$ cat config.mk
export PLATFORM = sky130hd
export DESIGN_NAME = mem_access_unit
export DESIGN_NICKNAME = d
export VERILOG_FILES = /design/src/rtl/mem_pkg.sv /design/src/rtl/load_extend.sv /design/src/rtl/mem_access_unit.sv
export SDC_FILE = /design/constraint.sdc
export NUM_CORES = 1
export LEC_CHECK = 0
export ABC_AREA = 1
export BUFFER_PORTS_ARGS = -buffer_cell sky130_fd_sc_hd__buf_2
export CAP_MARGIN = 20
export CORE_AREA = 2 2 120 122
export CTS_CLUSTER_DIAMETER = 80
export CTS_CLUSTER_SIZE = 30
export DETAILED_ROUTE_END_ITERATION = 10
export DIE_AREA = 0 0 122 124
export PLACE_DENSITY = 0.92
export SYNTH_ARGS = -nofsm -noshare
export SYNTH_HDL_FRONTEND = slang
export SYNTH_HIERARCHICAL = 1
export SYNTH_SLANG_ARGS = --single-unit
$ cat constraint.sdc
create_clock -name clk -period 2.3 [get_ports clk]
set_input_delay 0.23 -clock clk [delete_from_list [all_inputs] [get_ports clk]]
set_output_delay 0.23 -clock clk [all_outputs]
set_load 0.01 [all_outputs]
$ cat src/rtl/mem_pkg.sv
// Shared opcodes, FSM states and lane constants for the M-stage data-memory unit.
// Build option ADDR_ERR_EN enables trapping of misaligned accesses.
package mem_pkg;

  localparam logic [5:0] OP_LB  = 6'h20;
  localparam logic [5:0] OP_LH  = 6'h21;
  localparam logic [5:0] OP_LW  = 6'h23;
  localparam logic [5:0] OP_LBU = 6'h24;
  localparam logic [5:0] OP_LHU = 6'h25;
  localparam logic [5:0] OP_SB  = 6'h28;
  localparam logic [5:0] OP_SH  = 6'h29;
  localparam logic [5:0] OP_SW  = 6'h2B;

  localparam logic [3:0] BE_B   = 4'b0001;
  localparam logic [3:0] BE_HLO = 4'b0011;
  localparam logic [3:0] BE_HHI = 4'b1100;
  localparam logic [3:0] BE_W   = 4'b1111;

  typedef enum logic [1:0] {
    IDLE,
    REQ,
    DONE
  } state_t;

  typedef enum logic [1:0] {
    SZ_B,
    SZ_H,
    SZ_W
  } size_t;

  // Unknown opcodes fall back to a word access.
  function automatic size_t accSize(
    input logic [5:0] op,
    input logic       we
  );
    size_t s;
    s = SZ_W;
    if (we) begin
      unique case (1'b1)
        (op == OP_SB): s = SZ_B;
        (op == OP_SH): s = SZ_H;
        default:       s = SZ_W;
      endcase
    end else begin
      unique case (1'b1)
        (op == OP_LB),
        (op == OP_LBU): s = SZ_B;
        (op == OP_LH),
        (op == OP_LHU): s = SZ_H;
        default:        s = SZ_W;
      endcase
    end
    return s;
  endfunction

endpackage

$ cat src/rtl/load_extend.sv
// Load lane select and sign/zero extension of a 32-bit bus word.
// Pure combinational; halfword select ignores lo[0].
module load_extend
  import mem_pkg::*;
(
  input  logic [31:0] rdata,
  input  logic [1:0]  lo,
  input  logic [5:0]  op,
  output logic [31:0] ext
);

  logic [7:0]  b;
  logic [15:0] h;

  always_comb begin
    b = rdata[7:0];
    unique case (lo)
      2'd0: b = rdata[7:0];
      2'd1: b = rdata[15:8];
      2'd2: b = rdata[23:16];
      2'd3: b = rdata[31:24];
      default: b = rdata[7:0];
    endcase
  end

  assign h = lo[1] ? rdata[31:16]
                   : rdata[15:0];

  always_comb begin
    ext = rdata;
    unique case (1'b1)
      (op == OP_LB):  ext = {{24{b[7]}}, b};
      (op == OP_LBU): ext = {24'h0, b};
      (op == OP_LH):  ext = {{16{h[15]}}, h};
      (op == OP_LHU): ext = {16'h0, h};
      default:        ext = rdata;
    endcase
  end

endmodule

$ cat src/rtl/mem_access_unit.sv
// M-stage data-memory access unit: req/ack bus master with pipeline stall.
// Build option ADDR_ERR_EN traps misaligned accesses instead of aligning them.
module mem_access_unit
  import mem_pkg::*;
#(
  parameter int ADDR_W      = 32,
  parameter int TIMEOUT_CYC = 255
) (
  input  logic              clk,
  input  logic              rst,
  input  logic [5:0]        opM,
  input  logic              MemReadM,
  input  logic              MemWriteM,
  input  logic [31:0]       EXResultM,
  input  logic [31:0]       WriteDataM,
  output logic [31:0]       ReadDataM,
  output logic              mem_stall,
  output logic              bus_req,
  output logic              bus_we,
  output logic [3:0]        bus_be,
  output logic [ADDR_W-1:0] bus_addr,
  output logic [31:0]       bus_wdata,
  input  logic [31:0]       bus_rdata,
  input  logic              bus_ack,
  output logic              bus_err,
  output logic              addr_err,
  output logic [31:0]       bad_vaddr
);

  localparam int CW =
    (TIMEOUT_CYC > 2) ? $clog2(TIMEOUT_CYC) : 1;
  localparam bit TO_EN = (TIMEOUT_CYC != 0);
  localparam logic [CW-1:0] CNT_MAX =
    CW'((TIMEOUT_CYC > 0) ? TIMEOUT_CYC - 1 : 0);

  state_t        state, nxt;
  logic          memop;
  size_t         sz;
  logic [3:0]    issueBe;
  logic [31:0]   issueWd;
  logic          misErr;
  logic          toHit;
  logic [CW-1:0] cnt;
  logic [5:0]    opQ;
  logic [1:0]    loQ;
  logic          weQ;
  logic [31:0]   vaddrQ;
  logic [31:0]   ext;

  assign memop = MemReadM | MemWriteM;
  assign sz    = accSize(opM, MemWriteM);

  always_comb begin
    issueBe = BE_W;
    issueWd = 32'h0;
    if (MemWriteM) begin
      unique case (sz)
        SZ_B: begin
          issueBe = BE_B << EXResultM[1:0];
          issueWd = {4{WriteDataM[7:0]}};
        end
        SZ_H: begin
          issueBe = EXResultM[1] ? BE_HHI
                                 : BE_HLO;
          issueWd = {2{WriteDataM[15:0]}};
        end
        default: begin
          issueBe = BE_W;
          issueWd = WriteDataM;
        end
      endcase
    end
  end

`ifdef ADDR_ERR_EN
  logic mis;
  always_comb begin
    mis = 1'b0;
    unique case (sz)
      SZ_H:    mis = EXResultM[0];
      SZ_W:    mis = |EXResultM[1:0];
      default: mis = 1'b0;
    endcase
  end
  assign misErr = mis;
`else
  assign misErr = 1'b0;
`endif

  assign toHit = TO_EN && (cnt == CNT_MAX);

  load_extend uExt (
    .rdata (bus_rdata),
    .lo    (loQ),
    .op    (opQ),
    .ext   (ext)
  );

  always_ff @(posedge clk or negedge rst) begin
    if (!rst) state <= IDLE;
    else      state <= nxt;
  end

  always_comb begin
    nxt = state;
    unique case (state)
      IDLE: if (memop) nxt = misErr ? DONE : REQ;
      REQ:  if (bus_ack || toHit) nxt = DONE;
      DONE: nxt = IDLE;
      default: nxt = IDLE;
    endcase
  end

  // Reset also masks the stall so a held memop cannot freeze the pipe.
  always_comb begin
    bus_req   = (state == REQ);
    mem_stall = rst &
      (((state == IDLE) & memop) | (state == REQ));
  end

  always_ff @(posedge clk or negedge rst) begin
    if (!rst) begin
      ReadDataM <= 32'h0;
      bus_we    <= 1'b0;
      bus_be    <= 4'h0;
      bus_addr  <= '0;
      bus_wdata <= 32'h0;
      bus_err   <= 1'b0;
      addr_err  <= 1'b0;
      bad_vaddr <= 32'h0;
      cnt       <= '0;
      opQ       <= 6'h0;
      loQ       <= 2'h0;
      weQ       <= 1'b0;
      vaddrQ    <= 32'h0;
    end else begin
      bus_err  <= 1'b0;
      addr_err <= 1'b0;
      unique case (state)
        IDLE: if (memop) begin
          cnt <= '0;
          opQ <= opM;
          loQ <= EXResultM[1:0];
          weQ <= MemWriteM;
          if (misErr) begin
            addr_err  <= 1'b1;
            bad_vaddr <= EXResultM;
            ReadDataM <= 32'h0;
          end else begin
            bus_we    <= MemWriteM;
            bus_be    <= issueBe;
            bus_addr  <= {EXResultM[ADDR_W-1:2], 2'b00};
            bus_wdata <= issueWd;
            vaddrQ    <= EXResultM;
          end
        end
        REQ: begin
          if (bus_ack) begin
            ReadDataM <= weQ ? 32'h0 : ext;
          end else if (toHit) begin
            bus_err   <= 1'b1;
            ReadDataM <= 32'h0;
            bad_vaddr <= vaddrQ;
          end else begin
            cnt <= cnt + 1'b1;
          end
        end
        default: ;
      endcase
    end
  end

endmodule

==> results.py <==
metrics = {
    "routing": {
        "routedWlPerCell_um": 15.81,
        "drtIter0Drc": 650,
        "via_per_inst": 5.412,
        "wirelength_um": 21860,
        "drc": 0,
        "vias": 7479,
        "drt.antenna.violating_nets": 0,
        "drt_first_pass_iters": 7,
    },
    "clock_tree": {
        "cts_made_buffers": 17,
        "cts.path.max_buffers": 2,
        "insertion_delay_ns": 0.43,
        "ctsResizeCount": 0,
        "htree_levels": 4,
        "tritoncts": "done",
        "ctsRootBufferMaster": "clkbuf_16",
        "clkSlewWorstSetupHoldPaths_ns": 0.06,
        "cts_sinks": 150,
    },
    "sta": {
        "slew_headroom": 0.6077,
        "finalHoldViolCount": 0,
        "setup_viol": 0,
        "fin_crit_ns": 1.995,
        "finalSetupTns_ns": 0,
        "max_freq_mhz": 501.3,
        "worst_pin_slew_ns": 0.5875,
        "rsz0062_at_grt": "false",
        "finClkSkew_ns": 0.009858,
        "fin_crit_sh": 0.8673,
        "drv_slew": 0,
    },
    "global_routing": {
        "grt_pass1_vias": 7136,
        "antenna_found_initial": 1,
        "grt_max_degree": 107,
        "grt_usage": 0.2901,
        "grt_pass1_wl_um": 34040,
        "overflow": 0,
    },
    "flow_run": {
        "cap_violations": 0,
    },
    "synthesis": {
        "ys_ff_latch": 150,
        "synth_area_um2": 7412,
        "synth_cells": 939,
        "synth_edf_count": 0,
        "async_flop_share": 1.000,
        "seq_area_frac_synth": 0.5064,
        "syn_avg_cell_area_um2": 7.894,
        "synth.distinct_cells": 35,
        "ys.flop_type": "dfrtp_1",
        "ys_warn_count": 6,
    },
    "worst_setup_path": {
        "end_kind": "output pin",
        "path_class": "flop to output pin",
        "crit_path_top_delay_cell": "dfrtp_1",
        "crit_path_start_kind": "flop",
        "cp_data_arrival_time_ns": 1.76,
        "rr_worst_depth": 9,
        "crit_path_cell_trace": "nor2_4 > inv_1 > a21boi_0 > buf_2",
        "slowest_delay_ns": 0.42,
        "path_max_fanout": 10,
        "worstPathRequired_ns": 2.07,
    },
    "power": {
        "p_leak_nw": 5.483,
        "seqPwrFrac": 0.375,
        "p_sw_frac": 0.4058,
        "pwr-share-comb": 0.375,
        "p_switching_mw": 4.559,
        "internal_power_mw": 6.675,
        "finalPower_mw": 11.23,
        "p_per_area_nw_per_um2": 1182,
        "peakVddDrop_mv": 0.6817,
        "clkPwrFrac": 0.249,
    },
    "die": {
        "core-area_um2": 13720,
        "initial_utilization": 0.5403,
        "row_count": 43,
        "ios": 244,
        "die_w_um": 122,
        "die_area_um2": 15130,
        "dieHeight_um": 124,
    },
    "finish": {
        "drive_gt1_frac": 0.2789,
        "area_growth_pct": 28.21,
        "nets": 1297,
    },
    "placed_design": {
        "gp_congestion": 0.9417,
        "dp_hpwl_um": 14730,
        "port_buffers": 240,
    },
    "outcome": {
        "status": "completed",
    },
    "min_path": {
        "min_path_type": "primary input to flop",
        "holdPathStages": 3,
    },
}
[cells in the mapped netlist, types with 2 or more instances]
library cell	number	area, um2
nand2_1	387	1453
dfrtp_1	150	3754
nand3_1	141	705.7
inv_1	46	172.7
o21ai_0	34	170.2
nor2_1	29	108.9
or2_2	20	125.1
clkbuf_1	17	63.81
nand4_1	16	100.1
buf_2	15	75.07
buf_6	13	146.4
a21oi_1	8	40.04
inv_2	7	26.28
o211ai_1	7	52.55
o21ai_1	7	35.03
or2_1	7	43.79
buf_4	4	30.03
nor2_4	4	45.04
nand2_2	3	18.77
xor2_1	3	26.28
ha_1	2	25.02
nand2_4	2	22.52
nand3_2	2	20.02
nand4_4	2	42.54
nor2_2	2	12.51
nor3_4	2	32.53
[timing repair]
item / in CTS / in global routing
setup buffers: 0 / 0
hold endpoints to repair: 51 / 0
hold buffers: 24 / 0
[kinds of logic (layout without fill, tap and decap cells)]
logic type               count (synthesis)  count (layout)  synth area share
AO/OA/AOI/OAI                           58              58           0.04237
XOR/XNOR                                 3               3          0.003546
adder cells (fa/ha/maj)                  2               2          0.003376
buffers and inverters                  105             365           0.07123
flip-flops                             150             150            0.5064
other                                    1               4         0.0005059
AND/OR/NAND/NOR                        620             620            0.3726
[worst max-delay path, delay by kind of cell (launching register included)]
kind | cells | cell delay, ns
AO/OA/AOI/OAI | 1 | 0.28
buffers and inverters | 2 | 0.31
flip-flops | 1 | 0.42
AND/OR/NAND/NOR | 1 | 0.34
[power groups by stage]
stage	Combinational (mW)	Clock (mW)	Sequential, mW
after floorplan	2.29	0	4.51
after global placement	4.02	0	4.22
after detailed placement	4.15	0	4.23
after CTS	4.20	2.83	4.20
after global routing	4.71	2.95	4.31
final	4.22	2.80	4.21
[area by class of cell]
cell class	instances	area, um2
timing repair buffer	278	1565
inverter	55	207.7
sequential	150	3754
tap	180	225.2
clock inverter	12	131.4
antenna	1	2.502
multi-input combinational	686	3151
clock buffer	20	466.7
fill	1079	4217
[flip-flops by register name, indices dropped and copies added (netlist names)]
signal,cells
ReadDataM,32
bad_vaddr,32
bus_wdata,32
vaddrQ,32
cnt,8
opQ,6
bus_be,4
state,2
bus_err,1
weQ,1
[through the flow]
| stage | hold WS (ns) | utilization | instances | worst slack (ns) | area (um2) |
|---|---|---|---|---|---|
| 3_5_place_dp | 0.08190 | 0.6314 | 1325 | 0.5145 | 8662 |
| 6_report | 0.001016 | 0.6927 | 1382 | 0.3052 | 9503 |
| 4_1_cts | 0.001578 | 0.6925 | 1381 | 0.2102 | 9500 |
| 5_1_grt | 0.004542 | 0.6925 | 1381 | 0.1793 | 9500 |
| 2_1_floorplan | -0.06559 | - | 941 | 0.7751 | 7420 |
| 3_3_place_gp | 0.07725 | 0.6314 | 1325 | 0.5967 | 8662 |
[routing by layer]
metal / up-vias / wire length, um / GRT usage
li1: 3494 / - / -
met1: 3475 / 8339 / 0.3530
met2: 436 / 10790 / 0.4818
met3: 72 / 1974 / 0.07097
met4: 2 / 740 / 0.1494
met5: - / 13 / 0
[cell usage in the layout, fill, tap and decap left out, types with 13 or more instances in the layout]
cell	count
nand2_1	387
buf_2	239
dfrtp_1	150
nand3_1	141
inv_1	46
o21ai_0	34
nor2_1	27
dlygate4sd3_1	24
or2_2	20
clkbuf_16	17
nand4_1	16
buf_4	13
[path summary, 6_finish.rpt]
check / from / endpoint / slack (ns)
max in group asynchronous: rst / bus_wdata[20] / 1.29
hold reg to reg: bad_vaddr[14] / bad_vaddr[14] / 0.47
hold / removal: EXResultM[5] / vaddrQ[5] / 0.001
min in group asynchronous: rst / ReadDataM[9] / 0.20
setup reg to reg: vaddrQ[1] / ReadDataM[25] / 0.49
setup / recovery: state[1] / mem_stall / 0.31
No activity file was read; power rests on OpenSTA's default activity.
